**src/rtl/regfile_scoreboard_pkg.sv**
```systemverilog
// Shared register-index types for the RV32I register file and its scoreboard.
package regfile_scoreboard_pkg;

    localparam int REG_IDX_W = 5;
    localparam int NUM_REGS  = 32;

    typedef logic [REG_IDX_W-1:0] reg_index_t;

    localparam reg_index_t REG_ZERO = 5'd0;

    // x0 is hardwired, so it never participates in hazard tracking.
    function automatic logic is_tracked(input reg_index_t idx);
        return (idx != REG_ZERO);
    endfunction

endpackage

```
**src/rtl/pending_counter_m.sv**
```systemverilog
// Per-register pending-write counter: saturating up/down count with clear.
module pending_counter_m #(
    parameter int CNT_W = 2
) (
    input  logic             clk,
    input  logic             reset,
    input  logic             clear,
    input  logic             inc,
    input  logic             dec,
    output logic [CNT_W-1:0] count,
    output logic             full
);

    localparam logic [CNT_W-1:0] CNT_ZERO = {CNT_W{1'b0}};
    localparam logic [CNT_W-1:0] CNT_MAX  = {CNT_W{1'b1}};
    localparam logic [CNT_W-1:0] CNT_ONE  = {{(CNT_W-1){1'b0}}, 1'b1};

    logic [CNT_W-1:0] count_r;
    logic [CNT_W-1:0] count_nxt_s;

    // Next count; inc and dec together cancel, both ends saturate.
    always_comb begin
        count_nxt_s = count_r;
        if (clear) begin
            count_nxt_s = CNT_ZERO;
        end else if (inc && !dec) begin
            if (count_r != CNT_MAX) begin
                count_nxt_s = count_r + CNT_ONE;
            end else begin
                count_nxt_s = count_r;
            end
        end else if (dec && !inc) begin
            if (count_r != CNT_ZERO) begin
                count_nxt_s = count_r - CNT_ONE;
            end else begin
                count_nxt_s = count_r;
            end
        end else begin
            count_nxt_s = count_r;
        end
    end

    // Count register.
    always_ff @(posedge clk) begin
        if (reset) begin
            count_r <= CNT_ZERO;
        end else begin
            count_r <= count_nxt_s;
        end
    end

    assign count = count_r;
    assign full  = (count_r == CNT_MAX);

    regfile_scoreboard_checker #(.W(CNT_W)) u_chk (
        .clk   (clk),
        .reset (reset),
        .clear (clear),
        .inc   (inc),
        .dec   (dec),
        .count (count_r)
    );

endmodule

```
**src/rtl/regfile_scoreboard_checker.sv**
```systemverilog
// Simulation-only guard: flags a decrement of an empty counter, which means
// writeback retired something that was never issued.
module regfile_scoreboard_checker #(
    parameter int W = 2
) (
    input logic         clk,
    input logic         reset,
    input logic         clear,
    input logic         inc,
    input logic         dec,
    input logic [W-1:0] count
);

    underflow_a: assert property (@(posedge clk) disable iff (reset || clear)
        (dec && !inc) |-> (count != {W{1'b0}}));

endmodule

```
**src/rtl/regfile_scoreboard.sv**
```systemverilog
// Register-file scoreboard: blocks issue on RAW and capacity hazards, tracks
// in-flight instructions and counts stalled issue cycles.
module regfile_scoreboard
    import regfile_scoreboard_pkg::*;
#(
    parameter int CNT_W        = 2,
    parameter int MAX_INFLIGHT = 4,
    parameter int STALL_W      = 32
) (
    input  logic                              clk,
    input  logic                              reset,
    input  logic                              issue_valid,
    input  logic [4:0]                        issue_rs1,
    input  logic [4:0]                        issue_rs2,
    input  logic                              issue_uses_rs1,
    input  logic                              issue_uses_rs2,
    input  logic [4:0]                        issue_rd,
    input  logic                              issue_writes_rd,
    output logic                              issue_ready,
    input  logic                              wb_valid,
    input  logic                              wb_writes_rd,
    input  logic [4:0]                        wb_rd,
    input  logic                              flush,
    output logic [$clog2(MAX_INFLIGHT+1)-1:0] inflight_count,
    output logic                              busy,
    output logic [STALL_W-1:0]                stall_cycles
);

    localparam int IF_W = $clog2(MAX_INFLIGHT + 1);
    localparam logic [IF_W-1:0]    IF_ZERO    = {IF_W{1'b0}};
    localparam logic [IF_W-1:0]    IF_ONE     = {{(IF_W-1){1'b0}}, 1'b1};
    localparam logic [IF_W-1:0]    IF_MAX     = IF_W'(MAX_INFLIGHT);
    localparam logic [CNT_W-1:0]   CNT_ONE    = {{(CNT_W-1){1'b0}}, 1'b1};
    localparam logic [STALL_W-1:0] STALL_ZERO = {STALL_W{1'b0}};
    localparam logic [STALL_W-1:0] STALL_ONE  = {{(STALL_W-1){1'b0}}, 1'b1};
    localparam logic [STALL_W-1:0] STALL_MAX  = {STALL_W{1'b1}};

    // A pending producer is harmless only if it is the single one retiring now.
    function automatic logic raw_hazard(input logic [CNT_W-1:0] cnt, input logic retiring);
        return (cnt > CNT_ONE) || ((cnt == CNT_ONE) && !retiring);
    endfunction

    logic [CNT_W-1:0]   pend_s [NUM_REGS];
    logic               full_s [NUM_REGS];
    logic               wb_retire_s;
    logic               issue_fire_s;
    logic               raw_rs1_s;
    logic               raw_rs2_s;
    logic               rd_full_s;
    logic               inflight_full_s;
    logic [IF_W-1:0]    inflight_r;
    logic [IF_W-1:0]    inflight_nxt_s;
    logic [STALL_W-1:0] stall_r;

    assign pend_s[0]   = {CNT_W{1'b0}};
    assign full_s[0]   = 1'b0;
    assign wb_retire_s = wb_valid && wb_writes_rd;

    for (genvar i = 1; i < NUM_REGS; i++) begin : g_pend
        pending_counter_m #(.CNT_W(CNT_W)) u_cnt (
            .clk   (clk),
            .reset (reset),
            .clear (flush),
            .inc   (issue_fire_s && issue_writes_rd && (issue_rd == reg_index_t'(i))),
            .dec   (wb_retire_s && (wb_rd == reg_index_t'(i))),
            .count (pend_s[i]),
            .full  (full_s[i])
        );
    end

    // Hazard detection; a same-cycle retirement of rd frees a slot in its counter.
    always_comb begin
        raw_rs1_s       = 1'b0;
        raw_rs2_s       = 1'b0;
        rd_full_s       = 1'b0;
        inflight_full_s = 1'b0;
        if (issue_uses_rs1 && is_tracked(issue_rs1)) begin
            raw_rs1_s = raw_hazard(pend_s[issue_rs1], wb_retire_s && (wb_rd == issue_rs1));
        end else begin
            raw_rs1_s = 1'b0;
        end
        if (issue_uses_rs2 && is_tracked(issue_rs2)) begin
            raw_rs2_s = raw_hazard(pend_s[issue_rs2], wb_retire_s && (wb_rd == issue_rs2));
        end else begin
            raw_rs2_s = 1'b0;
        end
        if (issue_writes_rd && is_tracked(issue_rd)) begin
            rd_full_s = full_s[issue_rd] && !(wb_retire_s && (wb_rd == issue_rd));
        end else begin
            rd_full_s = 1'b0;
        end
        inflight_full_s = (inflight_r == IF_MAX) && !wb_valid;
    end

    assign issue_ready  = !flush && !reset &&
                          !(raw_rs1_s || raw_rs2_s || rd_full_s || inflight_full_s);
    assign issue_fire_s = issue_valid && issue_ready;

    // In-flight next value; issue and retire in one cycle cancel.
    always_comb begin
        inflight_nxt_s = inflight_r;
        case ({issue_fire_s, wb_valid})
            2'b10: begin
                if (inflight_r != IF_MAX) begin
                    inflight_nxt_s = inflight_r + IF_ONE;
                end else begin
                    inflight_nxt_s = inflight_r;
                end
            end
            2'b01: begin
                if (inflight_r != IF_ZERO) begin
                    inflight_nxt_s = inflight_r - IF_ONE;
                end else begin
                    inflight_nxt_s = inflight_r;
                end
            end
            default: inflight_nxt_s = inflight_r;
        endcase
    end

    // In-flight register; flush squashes everything outstanding.
    always_ff @(posedge clk) begin
        if (reset || flush) begin
            inflight_r <= IF_ZERO;
        end else begin
            inflight_r <= inflight_nxt_s;
        end
    end

    // Saturating stall counter; flush-forced stalls count too.
    always_ff @(posedge clk) begin
        if (reset) begin
            stall_r <= STALL_ZERO;
        end else if (issue_valid && !issue_ready && (stall_r != STALL_MAX)) begin
            stall_r <= stall_r + STALL_ONE;
        end else begin
            stall_r <= stall_r;
        end
    end

    assign inflight_count = inflight_r;
    assign busy           = (inflight_r != IF_ZERO);
    assign stall_cycles   = stall_r;

    regfile_scoreboard_checker #(.W(IF_W)) u_inflight_chk (
        .clk   (clk),
        .reset (reset),
        .clear (flush),
        .inc   (issue_fire_s),
        .dec   (wb_valid),
        .count (inflight_r)
    );

endmodule
```
**config.mk**
```make
export PLATFORM = sky130hd
export DESIGN_NAME = regfile_scoreboard
export DESIGN_NICKNAME = d
export VERILOG_FILES = /design/src/rtl/regfile_scoreboard_pkg.sv /design/src/rtl/pending_counter_m.sv /design/src/rtl/regfile_scoreboard_checker.sv /design/src/rtl/regfile_scoreboard.sv
export SDC_FILE = /design/constraint.sdc
export NUM_CORES = 1
export LEC_CHECK = 0
export ABC_AREA = 1
export ABC_CLOCK_PERIOD_IN_PS = 2600
export CORE_ASPECT_RATIO = 0.9
export CORE_MARGIN = 8
export CORE_UTILIZATION = 25
export CTS_BUF_LIST = sky130_fd_sc_hd__clkbuf_4 sky130_fd_sc_hd__clkbuf_8
export DETAILED_ROUTE_END_ITERATION = 16
export HOLD_SLACK_MARGIN = 0.05
export SLEW_MARGIN = 20
export SYNTH_ARGS = -nofsm -noshare
export SYNTH_HDL_FRONTEND = slang
export SYNTH_HIERARCHICAL = 1
export SYNTH_SLANG_ARGS = --single-unit
export TNS_END_PERCENT = 50
```
**constraint.sdc**
```tcl
create_clock -name clk -period 2.6 [get_ports clk]
set_input_delay 0.52 -clock clk [delete_from_list [all_inputs] [get_ports clk]]
set_output_delay 0.52 -clock clk [all_outputs]
set_load 0.02 [all_outputs]
```
==> summary.md <==
| Metric | Value |
|---|---|
| Worst-path clk slew | 100 ps |
| DR vias | 10400 |
| Setup CP Type | input port to flop |
| Initial DRC Count | 904 |
| Fmax | 371 MHz |
| WP data required | 2940 ps |
| HP Start | stall_cycles[31]$_SDFFE_PP0P_ |
| Most common cell after layout, fill and taps aside | nand2_1 |
| Final Max Slew Viols | 0 |
| DRT Wirelength | 34.1 mm |
| Final GP Congestion | 0.987 |
| Detailed placement HPWL | 25.2 mm |
| Crit path time final | 2700 ps |
| Sequential area share after synthesis | 0.229 |
| Hold depth | 2 |
| CP endpoint kind | flop |
| Remaining DRCs | 0 |
| Critical path fanouts, max | 8 |
| Register bit count reported by yosys | 97 |
| Antenna violations before repair | 1 |
| Row count | 64 |
| Slew HR | 0.501 |
| Synth Instances | 1489 |
| Synthesis Warnings | 6 |
| Most frequent cells in the layout | 458 x nand2_1, 185 x inv_1, 151 x buf_4 |
| Share of cells above drive strength 1 | 0.272 |
| Max-cap check violation count | 0 |
| Num CTS Buffers | 9 |
| Failing checks | setup timing |
| First-pass GRT wire length | 51.6 mm |
| CTS Buffer Depth | 2 |
| Mean Syn Cell Area | 5.70 µm² |
| Post-layout worst setup margin | -95.1 ps |
| Syn_nets | 1551 |
| Full die area | 0.0401 mm² |
| Worst Hold Class | flop to flop |
| Core ar. | 0.0337 mm² |
| VDD IR-drop max | 0.195 mV |
| Slew of the pin with the lowest slew margin | 748 ps |
| Die span in x | 210 µm |
| Final Setup Violations | 30 |
| Synth Cell Area | 0.00849 mm² |
| Port bufs | 65 |
| Run status | finished, violations left |
| Cell variety after synth | 35 |
| Worst Hold Endpoint | stall_cycles[31]$_SDFFE_PP0P_ |
| Net count, final | 1775 |
| Met1 Use GR | 0.211 |
| R2r endpoint | g_pend[13].u_cnt/count[1]$_SDFFE_PP0P_ |
| R2R Path Start | g_pend[24].u_cnt/count[0]$_SDFFE_PP0P_ |
| Skew final | 15.1 ps |
| IO Pins | 66 |
| TritonRoute pass-1 iters | 5 |
| GRT Total Usage | 0.161 |
| Vias in the first global route | 9591 |
| PwrDens | 280 mW/mm² |
| CTS tree | done |
| GR Util met2 | 0.269 |
| CTS HTree Levels | 3 |
| Fin crit share | 1.04 |
| Final Core Density | 0.368 |
| Die Y | 191 µm |
| Vias/cell | 4.75 |
| Clk sinks | 97 |
| Largest net degree at the start of global routing | 64 |
| Worst r2r path cells | 18 |
| Initial Utilization | 0.252 |
| RSZ-0062 raised after global routing | yes |
| Critical Path AT | 3030 ps |
| CTS Hold Bufs | 0 |
| Startpoint Class | input port |
| Most Crowded Layer GR | met2 |
| Antenna Nets Post-Route | 0 |
| Root buf cell | clkbuf_8 |
| Final hold violation count | 0 |
| M3 GR Usage | 0.0251 |
| Wirelength per Cell | 15.7 µm |
| Pre-CTS setup slack | -1060 ps |
| Clock latency on the worst-skew pair | 410 ps |
| Layout area overhead | 46.3% |
| Static Leak | 4.63 nW |
| Grt ovf | 0 |
| Register-to-register setup slack | -100 ps |
[critical path, cell delays in order]
cell and delay (ps):
buf_2 160, inv_4 60, bufbuf_16 280, o211ai_1 130, nand3_1 120, nand3_2 100
nand3_2 80, nand3_2 70, nand2_2 60, nand2_4 100, nand4_4 120, nor2_4 140
buf_12 160, buf_12 120, nand2_8 110, nor3_4 170, ha_4 240, nor2_1 90
o21ai_1 70, a21oi_1 120
[state kept, by name (all words and copies together) (netlist names)]
| name | count |
|---|---|
| g_pend.u_cnt/count | 62 |
| inflight_count | 3 |
| stall_cycles | 32 |
[synthesized netlist by cell type, drive strengths merged]
master    n  share of area
nand2   482           0.21
nor2    220          0.098
inv     199          0.088
a21oi   118          0.083
dfxtp    97           0.23
nand3    91          0.055
o21ai    84          0.050
or2      34          0.025
ha       32          0.047
buf      28          0.022
xor2     26          0.027
nor3     24          0.014
clkbuf   12          0.011
nand4    11         0.0088
o211ai    9         0.0080
nor4      7         0.0052
xnor2     5         0.0052
o22ai     4         0.0029
clkinv    2        0.00088
and2      1         0.0010
fa        1         0.0024
nor3b     1        0.00088
o41ai     1         0.0010
[power by group]
group | internal [mW] | total (mW) | switching (mW) | leakage, nW
sequential | 1.48 | 1.48 | 0.00425 | 0.800
clock | 0.584 | 1.24 | 0.652 | 0.117
combinational | 0.309 | 0.757 | 0.448 | 3.72
[metal layers]
metal,vias up,share of wire
met3,62,0.061
met2,354,0.47
met1,4793,0.44
met4,0,0.024
li1,5153,-
met5,-,0
[kinds of logic after synthesis]
family          after synthesis  share of synthesized area
flops                        97                      0.229
compound gates              216                      0.145
fa+ha+maj                    33                     0.0495
xor+xnor                     31                     0.0320
simple gates                871                      0.423
buf+inv                     241                      0.122
[final cells by class]
type	instances	area [µm²]
timing repair buffer	251	2290
multi-input combinational	1153	6510
clock inverter	6	98.8
tap	462	578
fill	3558	21300
sequential	97	2000
clock buffer	10	138
inverter	201	796
antenna	1	2.50
[timing repair]
| item | 4_1_cts | 5_1_grt |
|---|---|---|
| setup endpoints to repair | 97 | 97 |
| buffers inserted | 12 | 7 |
| pin swaps | 56 | 56 |
| cloned | 6 | 1 |
| resized for setup | 153 | 219 |
[stage by stage]
stage                     hold slack [ps]  total power [mW]  instances  TNS (ps)  area, µm²
after detailed placement              472              2.14       2138    -82270      10800
after global routing                  523              3.61       2181     -7090      12400
final                                 484              3.48       2181      -982      12400
after global placement                473              2.14       2138    -79170      10800
after floorplan                       486              1.86       1489         0       8560
after CTS                             485              3.47       2172     -84.0      11600
[worst max path at each step]
stage	start	to	slack, ps	depth (start not counted)
floorplan	issue_rs1[0]	g_pend[4].u_cnt/count[0]$_SDFFE_PP0P_	6	18
global route	g_pend[8].u_cnt/count[1]$_SDFFE_PP0P_	g_pend[13].u_cnt/count[1]$_SDFFE_PP0P_	-200	20
detailed placement	issue_rd[0]	g_pend[13].u_cnt/count[1]$_SDFFE_PP0P_	-1060	17
finish	issue_rs1[1]	g_pend[13].u_cnt/count[1]$_SDFFE_PP0P_	-100	20
global placement	issue_rd[0]	issue_ready	-1020	14
CTS	g_pend[8].u_cnt/count[1]$_SDFFE_PP0P_	issue_ready	-40	14
(Power assumes the default switching activity.)
